===== src/rtl/stopwatch_pkg.sv =====
// Shared types and constants for the stopwatch counter / display controller.
package stopwatch_pkg;

   // Run-control states of the stopwatch.
   typedef enum logic [1:0] {
      IDLE  = 2'd0,
      RUN   = 2'd1,
      PAUSE = 2'd2
   } state_t;

   // Segment pattern shown for an illegal BCD code (only the g segment lit).
   localparam logic [6:0] SEG_BLANK_ERR = 7'b0000001;

   // Largest legal value of a decimal digit.
   localparam logic [3:0] BCD_MAX = 4'd9;

endpackage


===== src/rtl/bcd27seg.sv =====
// BCD to seven-segment decoder, output order {a,b,c,d,e,f,g}, active-high.
module bcd27seg
   import stopwatch_pkg::*;
(
   input  logic [3:0] bcd,
   output logic [6:0] seg
);

   // Glyph lookup; codes 10..15 never occur in a healthy counter and are flagged.
   always_comb begin
      seg = SEG_BLANK_ERR;
      case (bcd)
         4'd0:    seg = 7'b1111110;
         4'd1:    seg = 7'b0110000;
         4'd2:    seg = 7'b1101101;
         4'd3:    seg = 7'b1111001;
         4'd4:    seg = 7'b0110011;
         4'd5:    seg = 7'b1011011;
         4'd6:    seg = 7'b1011111;
         4'd7:    seg = 7'b1110000;
         4'd8:    seg = 7'b1111111;
         4'd9:    seg = 7'b1111011;
         default: seg = SEG_BLANK_ERR;
      endcase
   end

endmodule


===== src/rtl/bcd_digit_sync.sv =====
// One synchronous mod-10 digit. The enable is the combinational carry from the
// lower digits, so every digit of the chain updates on the same clock edge.
module bcd_digit_sync
   import stopwatch_pkg::*;
(
   input  logic       clk,
   input  logic       reset,
   input  logic       en,
   input  logic       clr,
   output logic [3:0] q,
   output logic       at_max
);

   logic [3:0] q_reg;

   // Digit register: clear wins over increment, and 9 rolls over to 0.
   always_ff @(posedge clk or negedge reset) begin
      if (!reset) begin
         q_reg <= 4'd0;
      end else if (clr) begin
         q_reg <= 4'd0;
      end else if (en) begin
         q_reg <= (q_reg >= BCD_MAX) ? 4'd0 : q_reg + 4'd1;
      end
   end

   assign q      = q_reg;
   assign at_max = (q_reg == BCD_MAX);

endmodule


===== src/rtl/stopwatch_display_ctrl.sv =====
// Stopwatch sequencing controller: run/pause/clear FSM, tick prescaler,
// cascaded decimal digits and a free-running multiplexed display scan.
module stopwatch_display_ctrl
   import stopwatch_pkg::*;
#(
   parameter int TICK_DIV   = 100000,
   parameter int SCAN_DIV   = 1000,
   parameter int NUM_DIGITS = 4
) (
   input  logic                    clk,
   input  logic                    reset,
   input  logic                    start_stop,
   input  logic                    clear,
   output logic                    running,
   output logic                    overflow,
   output logic [4*NUM_DIGITS-1:0] bcd_value,
   output logic [3:0]              scan_bcd,
   output logic [NUM_DIGITS-1:0]   digit_sel,
   output logic [6:0]              seg
);

   localparam int PW = $clog2(TICK_DIV);
   localparam int SW = $clog2(SCAN_DIV + 1);
   localparam int IW = (NUM_DIGITS > 1) ? $clog2(NUM_DIGITS) : 1;
   localparam logic [PW-1:0] PRE_LAST  = PW'(TICK_DIV - 1);
   localparam logic [SW-1:0] SCAN_LAST = SW'(SCAN_DIV - 1);
   localparam logic [IW-1:0] IDX_LAST  = IW'(NUM_DIGITS - 1);

   state_t                state_reg, state_next;
   logic                  running_reg;
   logic [PW-1:0]         pre_reg;
   logic                  overflow_reg;
   logic                  tick;
   logic [NUM_DIGITS-1:0] at_max;
   logic [NUM_DIGITS-1:0] digit_en;
   logic [3:0]            digit_q [NUM_DIGITS];
   logic [SW-1:0]         scan_cnt_reg;
   logic [IW-1:0]         scan_idx_reg;
   logic [NUM_DIGITS-1:0] digit_sel_reg;

   // Next run-control state; clear overrides a same-cycle start_stop.
   always_comb begin
      state_next = state_reg;
      if (clear) begin
         state_next = IDLE;
      end else if (start_stop) begin
         case (state_reg)
            IDLE:    state_next = RUN;
            RUN:     state_next = PAUSE;
            PAUSE:   state_next = RUN;
            default: state_next = IDLE;
         endcase
      end
   end

   // State register with a matching registered running flag.
   always_ff @(posedge clk or negedge reset) begin
      if (!reset) begin
         state_reg   <= IDLE;
         running_reg <= 1'b0;
      end else begin
         state_reg   <= state_next;
         running_reg <= (state_next == RUN);
      end
   end

   assign tick = (state_reg == RUN) && (pre_reg == PRE_LAST);

   // Prescaler only advances in RUN, so a paused partial interval resumes intact.
   always_ff @(posedge clk or negedge reset) begin
      if (!reset) begin
         pre_reg <= '0;
      end else if (clear) begin
         pre_reg <= '0;
      end else if (state_reg == RUN) begin
         pre_reg <= tick ? '0 : pre_reg + 1'b1;
      end
   end

   // Sticky flag set when a tick rolls the whole count over from all nines.
   always_ff @(posedge clk or negedge reset) begin
      if (!reset) begin
         overflow_reg <= 1'b0;
      end else if (clear) begin
         overflow_reg <= 1'b0;
      end else if (tick && (&at_max)) begin
         overflow_reg <= 1'b1;
      end
   end

   // Digit chain: each digit is enabled when the tick fires and all lower digits are 9.
   generate
      for (genvar gi = 0; gi < NUM_DIGITS; gi++) begin : g_digit
         if (gi == 0) begin : g_lsd
            assign digit_en[gi] = tick;
         end else begin : g_upper
            assign digit_en[gi] = tick & (&at_max[gi-1:0]);
         end

         bcd_digit_sync u_digit (
            .clk    (clk),
            .reset  (reset),
            .en     (digit_en[gi]),
            .clr    (clear),
            .q      (digit_q[gi]),
            .at_max (at_max[gi])
         );

         assign bcd_value[4*gi +: 4] = digit_q[gi];
      end
   endgenerate

   // Free-running scan: slot counter, digit index and one-hot enable advance together.
   always_ff @(posedge clk or negedge reset) begin
      if (!reset) begin
         scan_cnt_reg  <= '0;
         scan_idx_reg  <= '0;
         digit_sel_reg <= NUM_DIGITS'(1);
      end else if (scan_cnt_reg == SCAN_LAST) begin
         scan_cnt_reg  <= '0;
         scan_idx_reg  <= (scan_idx_reg == IDX_LAST) ? '0 : scan_idx_reg + 1'b1;
         digit_sel_reg <= {digit_sel_reg[NUM_DIGITS-2:0], digit_sel_reg[NUM_DIGITS-1]};
      end else begin
         scan_cnt_reg  <= scan_cnt_reg + 1'b1;
      end
   end

   assign scan_bcd  = digit_q[scan_idx_reg];
   assign digit_sel = digit_sel_reg;
   assign running   = running_reg;
   assign overflow  = overflow_reg;

   bcd27seg u_seg (
      .bcd (scan_bcd),
      .seg (seg)
   );

endmodule


===== config.mk =====
export PLATFORM = sky130hd
export DESIGN_NAME = stopwatch_display_ctrl
export DESIGN_NICKNAME = d
export VERILOG_FILES = /design/src/rtl/stopwatch_pkg.sv /design/src/rtl/bcd27seg.sv /design/src/rtl/bcd_digit_sync.sv /design/src/rtl/stopwatch_display_ctrl.sv
export SDC_FILE = /design/constraint.sdc
export NUM_CORES = 1
export LEC_CHECK = 0
export BUFFER_PORTS_ARGS = -buffer_cell sky130_fd_sc_hd__buf_2
export CORE_ASPECT_RATIO = 0.5
export CORE_MARGIN = 5
export CORE_UTILIZATION = 40
export CTS_CLUSTER_SIZE = 40
export DETAILED_ROUTE_END_ITERATION = 12
export PLACE_DENSITY = 0.69
export SLEW_MARGIN = 20
export SYNTH_ARGS = -nofsm -noshare
export SYNTH_HDL_FRONTEND = slang
export SYNTH_HIERARCHICAL = 1
export SYNTH_SLANG_ARGS = --single-unit

===== constraint.sdc =====
create_clock -name clk -period 2.4 [get_ports clk]
set_input_delay 0 -clock clk [delete_from_list [all_inputs] [get_ports clk]]
set_output_delay 0 -clock clk [all_outputs]
set_load 0.02 [all_outputs]

==> results of run 1 <==
## cell type report
class | count | area [sq um] | area share
timing repair buffer | 46 | 257.7 | 0.06605
clock buffer | 5 | 125.1 | 0.03206
tap | 112 | 140.1 | 0.03591
clock inverter | 3 | 68.82 | 0.01763
sequential | 53 | 1329 | 0.3405
multi-input combinational | 246 | 1922 | 0.4925
inverter | 16 | 60.06 | 0.01539
## cells in the final DEF (no fill, tap or decap), drive strengths merged, types with 3 or more instances in the layout
master and count:
dfrtp 52, buf 45, nor2 35, ha 21, nand2 18, inv 17
xor2 12, nand2b 11, a21oi 10, o21ai 9, and3 9, mux2 8
a31oi 7, o22ai 7, nand4 7, o2111ai 6, a41oi 6, nand3 5
nor3 5, and2 5, clkbuf 5, xnor2 4, nor2b 4, and4 4
mux4 4, nor3b 4, nand3b 4, o32ai 4, a211oi 4, o41ai 3
and2b 3, a21boi 3
## what timing repair did
action	4_1_cts	5_1_grt
endpoints found under the hold margin	33	0
gates resized for setup	0	1
setup endpoints to repair	0	4
hold buffers	1	0
## cell usage after synthesis, drive strengths merged, types with 3 or more instances
master | number | area (sq um)
nand2b | 11 | 76.32
nand3b | 4 | 30.03
a31oi | 7 | 43.79
ha | 21 | 262.8
o21ai | 9 | 45.04
o2111ai | 6 | 52.55
a41oi | 6 | 71.32
and2b | 3 | 22.52
clkbuf | 3 | 12.51
o41ai | 3 | 48.80
dfrtp | 52 | 1301
inv | 16 | 60.06
o32ai | 4 | 35.03
buf | 11 | 83.83
a21oi | 10 | 65.06
o22ai | 7 | 43.79
a211oi | 4 | 45.05
xnor2 | 4 | 35.03
and3 | 9 | 60.06
nor3b | 4 | 30.03
nand2 | 18 | 67.56
nand4 | 7 | 50.05
and4 | 4 | 35.03
a21boi | 3 | 22.52
nand3 | 5 | 25.02
nor3 | 5 | 25.02
mux4 | 4 | 90.09
and2 | 5 | 31.28
xor2 | 12 | 105.1
nor2b | 4 | 25.02
mux2 | 8 | 90.08
nor2 | 35 | 141.4
## metal layers
metal	share of wire	track usage	wire length, microns	up-vias
met5	0	0	0	-
met4	0.014	0.03974	97	0
met3	0.040	0.02855	282	9
met2	0.44	0.2320	3148	42
met1	0.50	0.1990	3597	1302
li1	-	-	-	1285
## power by group through the flow
stage	Combinational, mW	Clock, mW	Sequential, mW
after floorplan	0.0690	0	0.952
after global placement	0.136	0	0.944
after detailed placement	0.137	0	0.944
after CTS	0.138	0.960	0.927
after global routing	0.152	0.991	0.931
final	0.136	0.935	0.927
## logic make-up (layout without fill, tap and decap cells)
family,after synthesis,count (layout),synth area share
mux,13,13,0.05584
fa+ha+maj,21,21,0.07715
simple gates,122,122,0.2131
buf+inv,30,70,0.04592
compound gates,74,74,0.1771
xor+xnor,16,16,0.04114
flops,53,53,0.3898
## worst reg2reg max path, stage by stage, from the launching register on
cell,delay [ns]
dfrtp_1,0.38
ha_1,0.19
and4_1,0.43
nand4_2,0.17
nor2_2,0.17
and4_1,0.38
and2b_1,0.17
a21oi_1,0.07
a211oi_2,0.19
## final timing paths
path | from | to | slack (ns) | depth (start not counted)
max | pre_reg[0]$_DFFE_PN0P_ | g_digit[3].u_digit/q[2]$_DFFE_PN0P_ | 0.18 | 8
min | start_stop | state_reg[0]$_DFF_PN0_ | 0.02 | 3
max reg2reg | pre_reg[0]$_DFFE_PN0P_ | g_digit[3].u_digit/q[2]$_DFFE_PN0P_ | 0.18 | 8
min reg2reg | scan_cnt_reg[0]$_DFF_PN0_ | scan_cnt_reg[0]$_DFF_PN0_ | 0.46 | 1
max in group asynchronous | reset | pre_reg[8]$_DFFE_PN0P_ | 1.38 | 3
min in group asynchronous | reset | g_digit[0].u_digit/q[0]$_DFFE_PN0P_ | 0.35 | 2
## stage by stage
stage          utilization  cell area (sq um)
3_3_place_gp        0.4540               3697
3_5_place_dp        0.4540               3697
6_report            0.4792               3902
4_1_cts             0.4790               3901
2_1_floorplan            -               3406
5_1_grt             0.4792               3902
==> load_flow_metrics.sql, run 1 <==
INSERT INTO impl_metrics (metric_group, metric, value, unit) VALUES
('sta', 'post-route-worst-setup-slack', '0.1835', 'ns'),
('sta', 'finalCritPeriodShare', '0.9236', ''),
('sta', 'hold_slack', '0.01767', 'ns'),
('floorplanning', 'fp.dieH', '75.25', 'microns'),
('sta', 'max_freq', '451.2', 'MHz'),
('critical_path', 'slowest_delay', '0.43', 'ns'),
('clock_tree', 'clock-root-buffer', 'clkbuf_16', ''),
('critical_path', 'timing.critical_path.max_delay_family', 'simple AND/OR/NAND/NOR gates', ''),
('critical_path', 'timing.critical_path.cells', 'ha_1 -> and4_1 -> nand4_2 -> nor2_2 -> and4_1 -> and2b_1 -> a21oi_1 -> a211oi_2', ''),
('grt', 'track_usage', '0.1432', ''),
('critical_path', 'worstPathMaxFanout', '9', ''),
('grt', 'grt_pass1_vias', '2494', ''),
('pwr', 'swShare', '0.2201', ''),
('drt', 'drc', '0', ''),
('sta', 'maxSlewHeadroom', '0.4373', ''),
('synth', 'netlist-cell-type-count', '62', ''),
('layout', 'largest_register_ff_count', '17', ''),
('synth', 'synth-seq-area-share', '0.3898', ''),
('pwr', 'total_leakage_power', '1.756', 'nW'),
('layout', 'n_fill_cell', '728', ''),
('placed_design', 'gpl.final_weighted_congestion', '0.7863', ''),
('floorplanning', 'ios', '37', ''),
('synth', 'synth-async-reset-ratio', '1.000', ''),
('clock_tree', 'cts.repair_timing.setup_buffer_count', '0', ''),
('grt', 'wire_length_of_the_first_global_routing_pass', '12360', 'microns'),
('sta', 'final_number_of_hold_violating_endpoints', '0', ''),
('sta', 'fin_setup_tns', '0', 'ns'),
('clock_tree', 'tritoncts', 'built', ''),
('floorplanning', 'initial_core_util', '0.4182', ''),
('drt', 'routed_wirelength', '7126', 'microns'),
('layout', 'finalNetCount', '393', ''),
('layout', 'layout-drive-gt1-share', '0.2412', ''),
('pwr', 'power_switching', '0.4398', 'mW'),
('drt', 'detail_route.iter0.violations', '147', ''),
('synth', 'syn-cell-area', '0.003406', 'sq mm'),
('grt', 'grt.overflow.total', '0', ''),
('placed_design', 'placed_instance_count', '472', ''),
('critical_path', 'critical_path_buf_inv_count', '0', ''),
('floorplanning', 'design.die.area', '0.01057', 'sq mm'),
('pwr', 'power.clock.fraction', '0.468', ''),
('pwr', 'power_report.internal_total', '1.558', 'mW'),
('sta', 'count_of_final_max_slew_check_failures', '0', ''),
('grt', 'initial_antenna_violation_count', '0', ''),
('synth', 'syn_inst', '329', ''),
('clock_tree', 'numCtsBuffers', '5', ''),
('critical_path', 'critical_path.slowest_cell', 'and4_1', ''),
('floorplanning', 'fp-row-count', '23', ''),
('critical_path', 'crit_arrival', '2.43', 'ns'),
('sta', 'actual_slew_at_the_worst_max_slew_pin', '0.8441', 'ns'),
('layout', 'area_delta_synth_final', '14.58', '%'),
('critical_path', 'crit_type', 'reg2reg', ''),
('drt', 'via_count', '2638', ''),
('critical_path', 'worst_path_most_repeated_cell', 'and4_1', ''),
('sta', 'rsz0062_at_grt', 'no', ''),
('clock_tree', 'register_clock_pin_slew_on_the_reported_worst_setup_and_hold_paths', '0.07', 'ns'),
('pwr', 'power.density', '512.0', 'mW/mm^2'),
('run_status', 'status', 'complete, no violations', ''),
('clock_tree', 'clock-sinks', '53', ''),
('floorplanning', 'coreArea', '0.008144', 'sq mm'),
('sta', 'skew', '0.004585', 'ns'),
('synth', 'synthesis.area_per_instance', '10.35', 'sq um'),
('drt', 'drt-vias-per-instance', '5.484', ''),
('synth', 'ys_dominant_reg_cell', 'dfrtp_1', ''),
('drt', 'avgRoutedWirePerCell', '14.81', 'microns'),
('clock_tree', 'maximum_level_of_the_cts_h_tree', '2', ''),
('run', 'max_cap_violations', '0', ''),
('sta', 'setup_viol', '0', ''),
('drt', 'first_pass_iters', '4', ''),
('layout', 'finalNonFillerCells', '481', ''),
('pwr', 'power.total', '1.998', 'mW'),
('pwr', 'ir_drop_worst_vdd', '0.3180', 'mV');
Note: power is estimated with default switching activity, not from simulation.
==> run 2, diff against run 1 <==
CORE_ASPECT_RATIO = 0.75   (was 0.5)
==> load_flow_metrics.sql, run 2 (synthesis results as in run 1) <==
INSERT INTO impl_metrics (metric_group, metric, value, unit) VALUES
('run_status', 'status', 'complete, no violations', ''),
('layout', 'area_delta_synth_final', '12.97', '%'),
('clock_tree', 'clk-insertion-delay-late', '0.30', 'ns'),
('drt', 'wirelength_met1', '3712', 'microns'),
('sta', 'final_number_of_hold_violating_endpoints', '0', ''),
('drt', 'first_pass_iters', '4', ''),
('critical_path', 'worst_ep_required_time', '2.61', 'ns'),
('layout', 'finalNetCount', '389', ''),
('clock_tree', 'register_clock_pin_slew_on_the_reported_worst_setup_and_hold_paths', '0.07', 'ns'),
('critical_path', 'crit_path_end_kind', 'register', ''),
('floorplanning', 'design.die.area', '0.01048', 'sq mm'),
('sta', 'count_of_final_max_slew_check_failures', '0', ''),
('floorplanning', 'fp.dieH', '89.91', 'microns'),
('layout', 'largest_register_ff_count', '17', ''),
('placed_design', 'pre_cts_slack', '0.1837', 'ns'),
('clock_tree', 'clock-sinks', '53', ''),
('layout', 'fin_area', '0.003847', 'sq mm'),
('pwr', 'ir_drop_worst_vdd', '0.4156', 'mV'),
('drt', 'drt-vias-per-instance', '5.490', ''),
('drt', 'routed_wirelength', '7150', 'microns'),
('grt', 'initial_antenna_violation_count', '0', ''),
('clock_tree', 'maximum_level_of_the_cts_h_tree', '2', ''),
('clock_tree', 'tritoncts', 'built', ''),
('drt', 'via_count', '2597', ''),
('sta', 'maxSlewHeadroom', '0.5459', ''),
('sta', 'actual_slew_at_the_worst_max_slew_pin', '0.6811', 'ns'),
('layout', 'layout_common_cells', 'dfrtp_1 (51), buf_2 (36), nor2_1 (31)', ''),
('grt', 'grt_start_max_net_pins', '54', ''),
('placed_design', 'placed_area', '0.003662', 'sq mm'),
('drt', 'detail_route.iter0.violations', '197', ''),
('grt', 'wire_length_of_the_first_global_routing_pass', '12120', 'microns'),
('placed_design', 'dp_hpwl', '5157', 'microns'),
('critical_path', 'crit_type', 'reg2reg', ''),
('floorplanning', 'fp-row-count', '29', ''),
('grt', 'track_usage', '0.1412', ''),
('drt', 'route.antenna.remaining_nets', '0', ''),
('critical_path', 'crit_arrival', '2.41', 'ns'),
('layout', 'most_frequent_standard_cell_in_the_layout_excluding_fill_and_tap_cells', 'dfrtp_1', ''),
('floorplanning', 'die_width', '116.6', 'microns'),
('layout', 'postLayoutCoreUtil', '0.4590', ''),
('critical_path', 'worstPathMaxFanout', '9', ''),
('drt', 'avgRoutedWirePerCell', '15.12', 'microns'),
('drt', 'dr_wl_met3', '243', 'microns'),
('placed_design', 'port-buffer-count', '36', ''),
('pwr', 'total_leakage_power', '1.726', 'nW'),
('sta', 'skew', '0.007634', 'ns'),
('sta', 'finalCritPeriodShare', '0.9154', ''),
('pwr', 'power.density', '494.3', 'mW/mm^2'),
('floorplanning', 'coreArea', '0.008382', 'sq mm'),
('placed_design', 'gpl.final_weighted_congestion', '0.8500', ''),
('sta', 'rsz0062_at_grt', 'no', ''),
('drt', 'drc', '0', ''),
('sta', 'fin_setup_tns', '0', 'ns'),
('drt', 'top_layer', 'met4', ''),
('sta', 'setup_viol', '0', ''),
('floorplanning', 'initial_core_util', '0.4063', ''),
('min_path', 'min_path_type', 'in2reg', ''),
('clock_tree', 'numCtsBuffers', '5', ''),
('grt', 'grt_pass1_vias', '2425', ''),
('sta', 'post-route-min-period', '2.197', 'ns'),
('layout', 'layout-drive-gt1-share', '0.2329', ''),
('clock_tree', 'cts.repair_timing.setup_buffer_count', '0', ''),
('layout', 'n_fill_cell', '782', ''),
('sta', 'max_freq', '455.2', 'MHz'),
('drt', 'wl_met2', '3100', 'microns'),
('grt', 'grt.overflow.total', '0', ''),
('critical_path', 'worstSetupStartpointType', 'register', ''),
('sta', 'post-route-worst-setup-slack', '0.2030', 'ns'),
('floorplanning', 'ios', '37', ''),
('layout', 'antennaDiodeCount', '0', ''),
('clock_tree', 'cts_buffer_depth', '2', ''),
('run', 'max_cap_violations', '0', ''),
('clock_tree', 'clock-root-buffer', 'clkbuf_16', '');
## run 2: changes by cell type in the layout (fill, tap and decap cells not counted), sizes merged
cell / change
buf: -4
clkbuf: +2
bufinv: -1
inv: -1
## run 2: path summary, 6_finish.rpt
path | startpoint | endpoint | slack (ns) | cells after the start
max | pre_reg[0]$_DFFE_PN0P_ | g_digit[3].u_digit/q[2]$_DFFE_PN0P_ | 0.20 | 8
max in group asynchronous | reset | scan_idx_reg[0]$_DFFE_PN0N_ | 1.55 | 3
min | start_stop | state_reg[0]$_DFF_PN0_ | 0.004 | 3
min reg2reg | scan_cnt_reg[0]$_DFF_PN0_ | scan_cnt_reg[0]$_DFF_PN0_ | 0.46 | 1
max reg2reg | pre_reg[0]$_DFFE_PN0P_ | g_digit[3].u_digit/q[2]$_DFFE_PN0P_ | 0.20 | 8
min in group asynchronous | reset | digit_sel[3]$_DFFE_PN0N_ | 0.36 | 3
## run 2: routing by layer
layer / vias to the layer above / global-route usage
met3: 11 / 0.03423
met1: 1273 / 0.2151
li1: 1271 / -
met2: 42 / 0.1967
met4: 0 / 0.04202
met5: - / 0
## run 2: layout make-up
class | count | area [sq um] | area share
tap | 108 | 135.1 | 0.03512
timing repair buffer | 42 | 227.7 | 0.05919
sequential | 53 | 1329 | 0.3454
inverter | 16 | 60.06 | 0.01561
clock inverter | 1 | 30.03 | 0.007805
clock buffer | 7 | 142.6 | 0.03707
multi-input combinational | 246 | 1923 | 0.4998
## run 2: metrics by stage
stage	std cells	hold WS (ns)	power, mW
CTS	473	0.001497	1.920
floorplan	329	-0.2956	1.021
finish	473	0.004166	1.902
detailed placement	464	0.1715	1.078
global placement	464	0.1702	1.075
global route	473	0.02043	1.981
## run 2: worst max-delay path: stages, from the launching register on
cell	delay, ns
dfrtp_1	0.38
ha_1	0.19
and4_2	0.35
nand4_2	0.19
nor2_2	0.20
and4_1	0.38
and2b_1	0.17
a21oi_1	0.07
a211oi_2	0.19
## run 2: power by group
part / internal, mW / switching (mW) / leakage (nW)
clock: 0.522 / 0.318 / 0.0841
combinational: 0.0475 / 0.0869 / 0.926
sequential: 0.908 / 0.0192 / 0.716
## run 2: what timing repair did
action / in CTS / in global routing
hold endpoints to repair: 52 / 0
hold buffers: 1 / 0
setup endpoints to repair: 0 / 7
resized for setup: 0 / 2
==> run 3, diff against run 2 <==
CORE_MARGIN = default   (was 5)
==> load_flow_metrics.sql, run 3 (synthesis results as in run 1) <==
INSERT INTO impl_metrics (metric_group, metric, value, unit) VALUES
('drt', 'route.antenna.remaining_nets', '0', ''),
('clock_tree', 'clock-root-buffer', 'clkbuf_16', ''),
('clock_tree', 'cts.repair_timing.setup_buffer_count', '0', ''),
('floorplanning', 'fp-row-count', '28', ''),
('floorplanning', 'initial_core_util', '0.4227', ''),
('drt', 'drt-vias-per-instance', '5.416', ''),
('placed_design', 'placed_instance_count', '462', ''),
('critical_path', 'worstSetupStartpointType', 'register', ''),
('sta', 'post-route-min-period', '2.268', 'ns'),
('layout', 'most_frequent_standard_cell_in_the_layout_excluding_fill_and_tap_cells', 'dfrtp_1', ''),
('drt', 'first_pass_iters', '4', ''),
('grt', 'initial_antenna_violation_count', '0', ''),
('placed_design', 'port-buffer-count', '36', ''),
('sta', 'rsz0062_at_grt', 'no', ''),
('layout', 'finalNetCount', '390', ''),
('critical_path', 'crit_type', 'reg2out', ''),
('layout', 'antennaDiodeCount', '0', ''),
('grt', 'track_usage', '0.1780', ''),
('sta', 'maxSlewHeadroom', '0.5456', ''),
('drt', 'avgRoutedWirePerCell', '14.93', 'microns'),
('sta', 'hold_slack', '0.01746', 'ns'),
('layout', 'layout_common_cells', 'dfrtp_1 (52), buf_2 (36), nor2_1 (31)', ''),
('sta', 'finalCritPeriodShare', '0.9450', ''),
('clock_tree', 'clock-sinks', '53', ''),
('sta', 'fin_setup_tns', '0', 'ns'),
('sta', 'setup_viol', '0', ''),
('placed_design', 'placed_area', '0.003666', 'sq mm'),
('run', 'max_cap_violations', '0', ''),
('run_status', 'status', 'complete, no violations', ''),
('sta', 'final_number_of_hold_violating_endpoints', '0', ''),
('layout', 'fin_area', '0.003830', 'sq mm'),
('critical_path', 'crit_path_end_kind', 'output pin', ''),
('layout', 'layout-drive-gt1-share', '0.2350', ''),
('pwr', 'total_leakage_power', '1.726', 'nW'),
('floorplanning', 'die_width', '108.6', 'microns'),
('placed_design', 'gpl.final_weighted_congestion', '0.8226', ''),
('critical_path', 'worstPathMaxFanout', '7', ''),
('sta', 'count_of_final_max_slew_check_failures', '0', ''),
('sta', 'skew', '0.004300', 'ns'),
('critical_path', 'crit_arrival', '2.27', 'ns'),
('pwr', 'power.total', '1.804', 'mW'),
('critical_path', 'worst_ep_required_time', '2.40', 'ns'),
('clock_tree', 'clk-insertion-delay-late', '0.30', 'ns'),
('sta', 'max_freq', '440.9', 'MHz'),
('placed_design', 'dp_hpwl', '4994', 'microns'),
('clock_tree', 'cts_buffer_depth', '2', ''),
('layout', 'n_fill_cell', '744', ''),
('min_path', 'min_path_type', 'in2reg', ''),
('grt', 'wire_length_of_the_first_global_routing_pass', '12250', 'microns'),
('layout', 'area_delta_synth_final', '12.45', '%'),
('clock_tree', 'register_clock_pin_slew_on_the_reported_worst_setup_and_hold_paths', '0.07', 'ns'),
('drt', 'via_count', '2551', ''),
('drt', 'detail_route.iter0.violations', '141', ''),
('clock_tree', 'maximum_level_of_the_cts_h_tree', '2', ''),
('floorplanning', 'coreArea', '0.008058', 'sq mm'),
('grt', 'grt_start_max_net_pins', '54', ''),
('pwr', 'ir_drop_worst_vdd', '0.4630', 'mV'),
('floorplanning', 'fp.dieH', '81.91', 'microns'),
('sta', 'actual_slew_at_the_worst_max_slew_pin', '0.6816', 'ns'),
('drt', 'drc', '0', ''),
('pwr', 'power.density', '471.0', 'mW/mm^2'),
('grt', 'grt.overflow.total', '0', ''),
('grt', 'grt_pass1_vias', '2496', ''),
('floorplanning', 'design.die.area', '0.008891', 'sq mm'),
('clock_tree', 'numCtsBuffers', '5', ''),
('layout', 'largest_register_ff_count', '17', ''),
('clock_tree', 'tritoncts', 'built', ''),
('layout', 'finalNonFillerCells', '471', ''),
('drt', 'routed_wirelength', '7031', 'microns'),
('floorplanning', 'ios', '37', '');
run 3: layout make-up:
cell class / instances / area [sq um] / share of cell area
multi-input cells: 246 / 1923 / 0.5021
repair buffers: 43 / 235.2 / 0.06142
flip-flops and latches: 53 / 1328 / 0.3466
well taps: 105 / 131.4 / 0.03430
inverters: 16 / 60.06 / 0.01568
clock inverters: 2 / 13.76 / 0.003594
clock buffers: 6 / 138.9 / 0.03626
run 3: worst max-delay path, cell delays in order, from the launching register on:
cell and delay [ns]:
dfrtp_1 0.53, mux4_2 0.61, ha_1 0.23, mux2_2 0.27, o22ai_1 0.15, buf_2 0.19
run 3: worst paths after layout:
kind                            slack, ns                             endpoint                   startpoint  cells past startpoint
worst min-delay path                 0.02               state_reg[0]$_DFF_PN0_                   start_stop                      3
worst max register to register       0.20  g_digit[3].u_digit/q[2]$_DFFE_PN0P_       pre_reg[0]$_DFFE_PN0P_                      8
min in group asynchronous            0.35  g_digit[2].u_digit/q[1]$_DFFE_PN0P_                        reset                      3
worst max-delay path                 0.13                               seg[3]  scan_idx_reg[0]$_DFFE_PN0N_                      5
worst min register to register       0.45            scan_cnt_reg[0]$_DFF_PN0_    scan_cnt_reg[0]$_DFF_PN0_                      1
max in group asynchronous            1.58  g_digit[0].u_digit/q[2]$_DFFE_PN0P_                        reset                      3
run 3: routing by layer:
metal	GRT usage	part of all wire
met5	0	0
met4	0.05270	0.012
met3	0.03571	0.039
met2	0.2690	0.42
met1	0.2556	0.53
run 3: power by group:
group          switching (mW)  internal [mW]  total (mW)
logic                  0.0858         0.0476       0.133
clock network           0.327          0.416       0.742
registers              0.0199          0.908       0.928
total                   0.432           1.37        1.80
run 3: stage by stage:
| stage | util | setup slack, ns |
|---|---|---|
| 2_1_floorplan | - | 0.2297 |
| 3_3_place_gp | 0.4550 | 0.2690 |
| 3_5_place_dp | 0.4550 | 0.1667 |
| 4_1_cts | 0.4752 | 0.1162 |
| 5_1_grt | 0.4753 | 0.01340 |
| 6_report | 0.4753 | 0.1319 |
run 3: what timing repair did:
item | CTS | global route
hold endpoints to repair | 52 | 0
hold buffers | 1 | 0
resized for setup | 0 | 1
endpoints found under the setup margin | 0 | 3
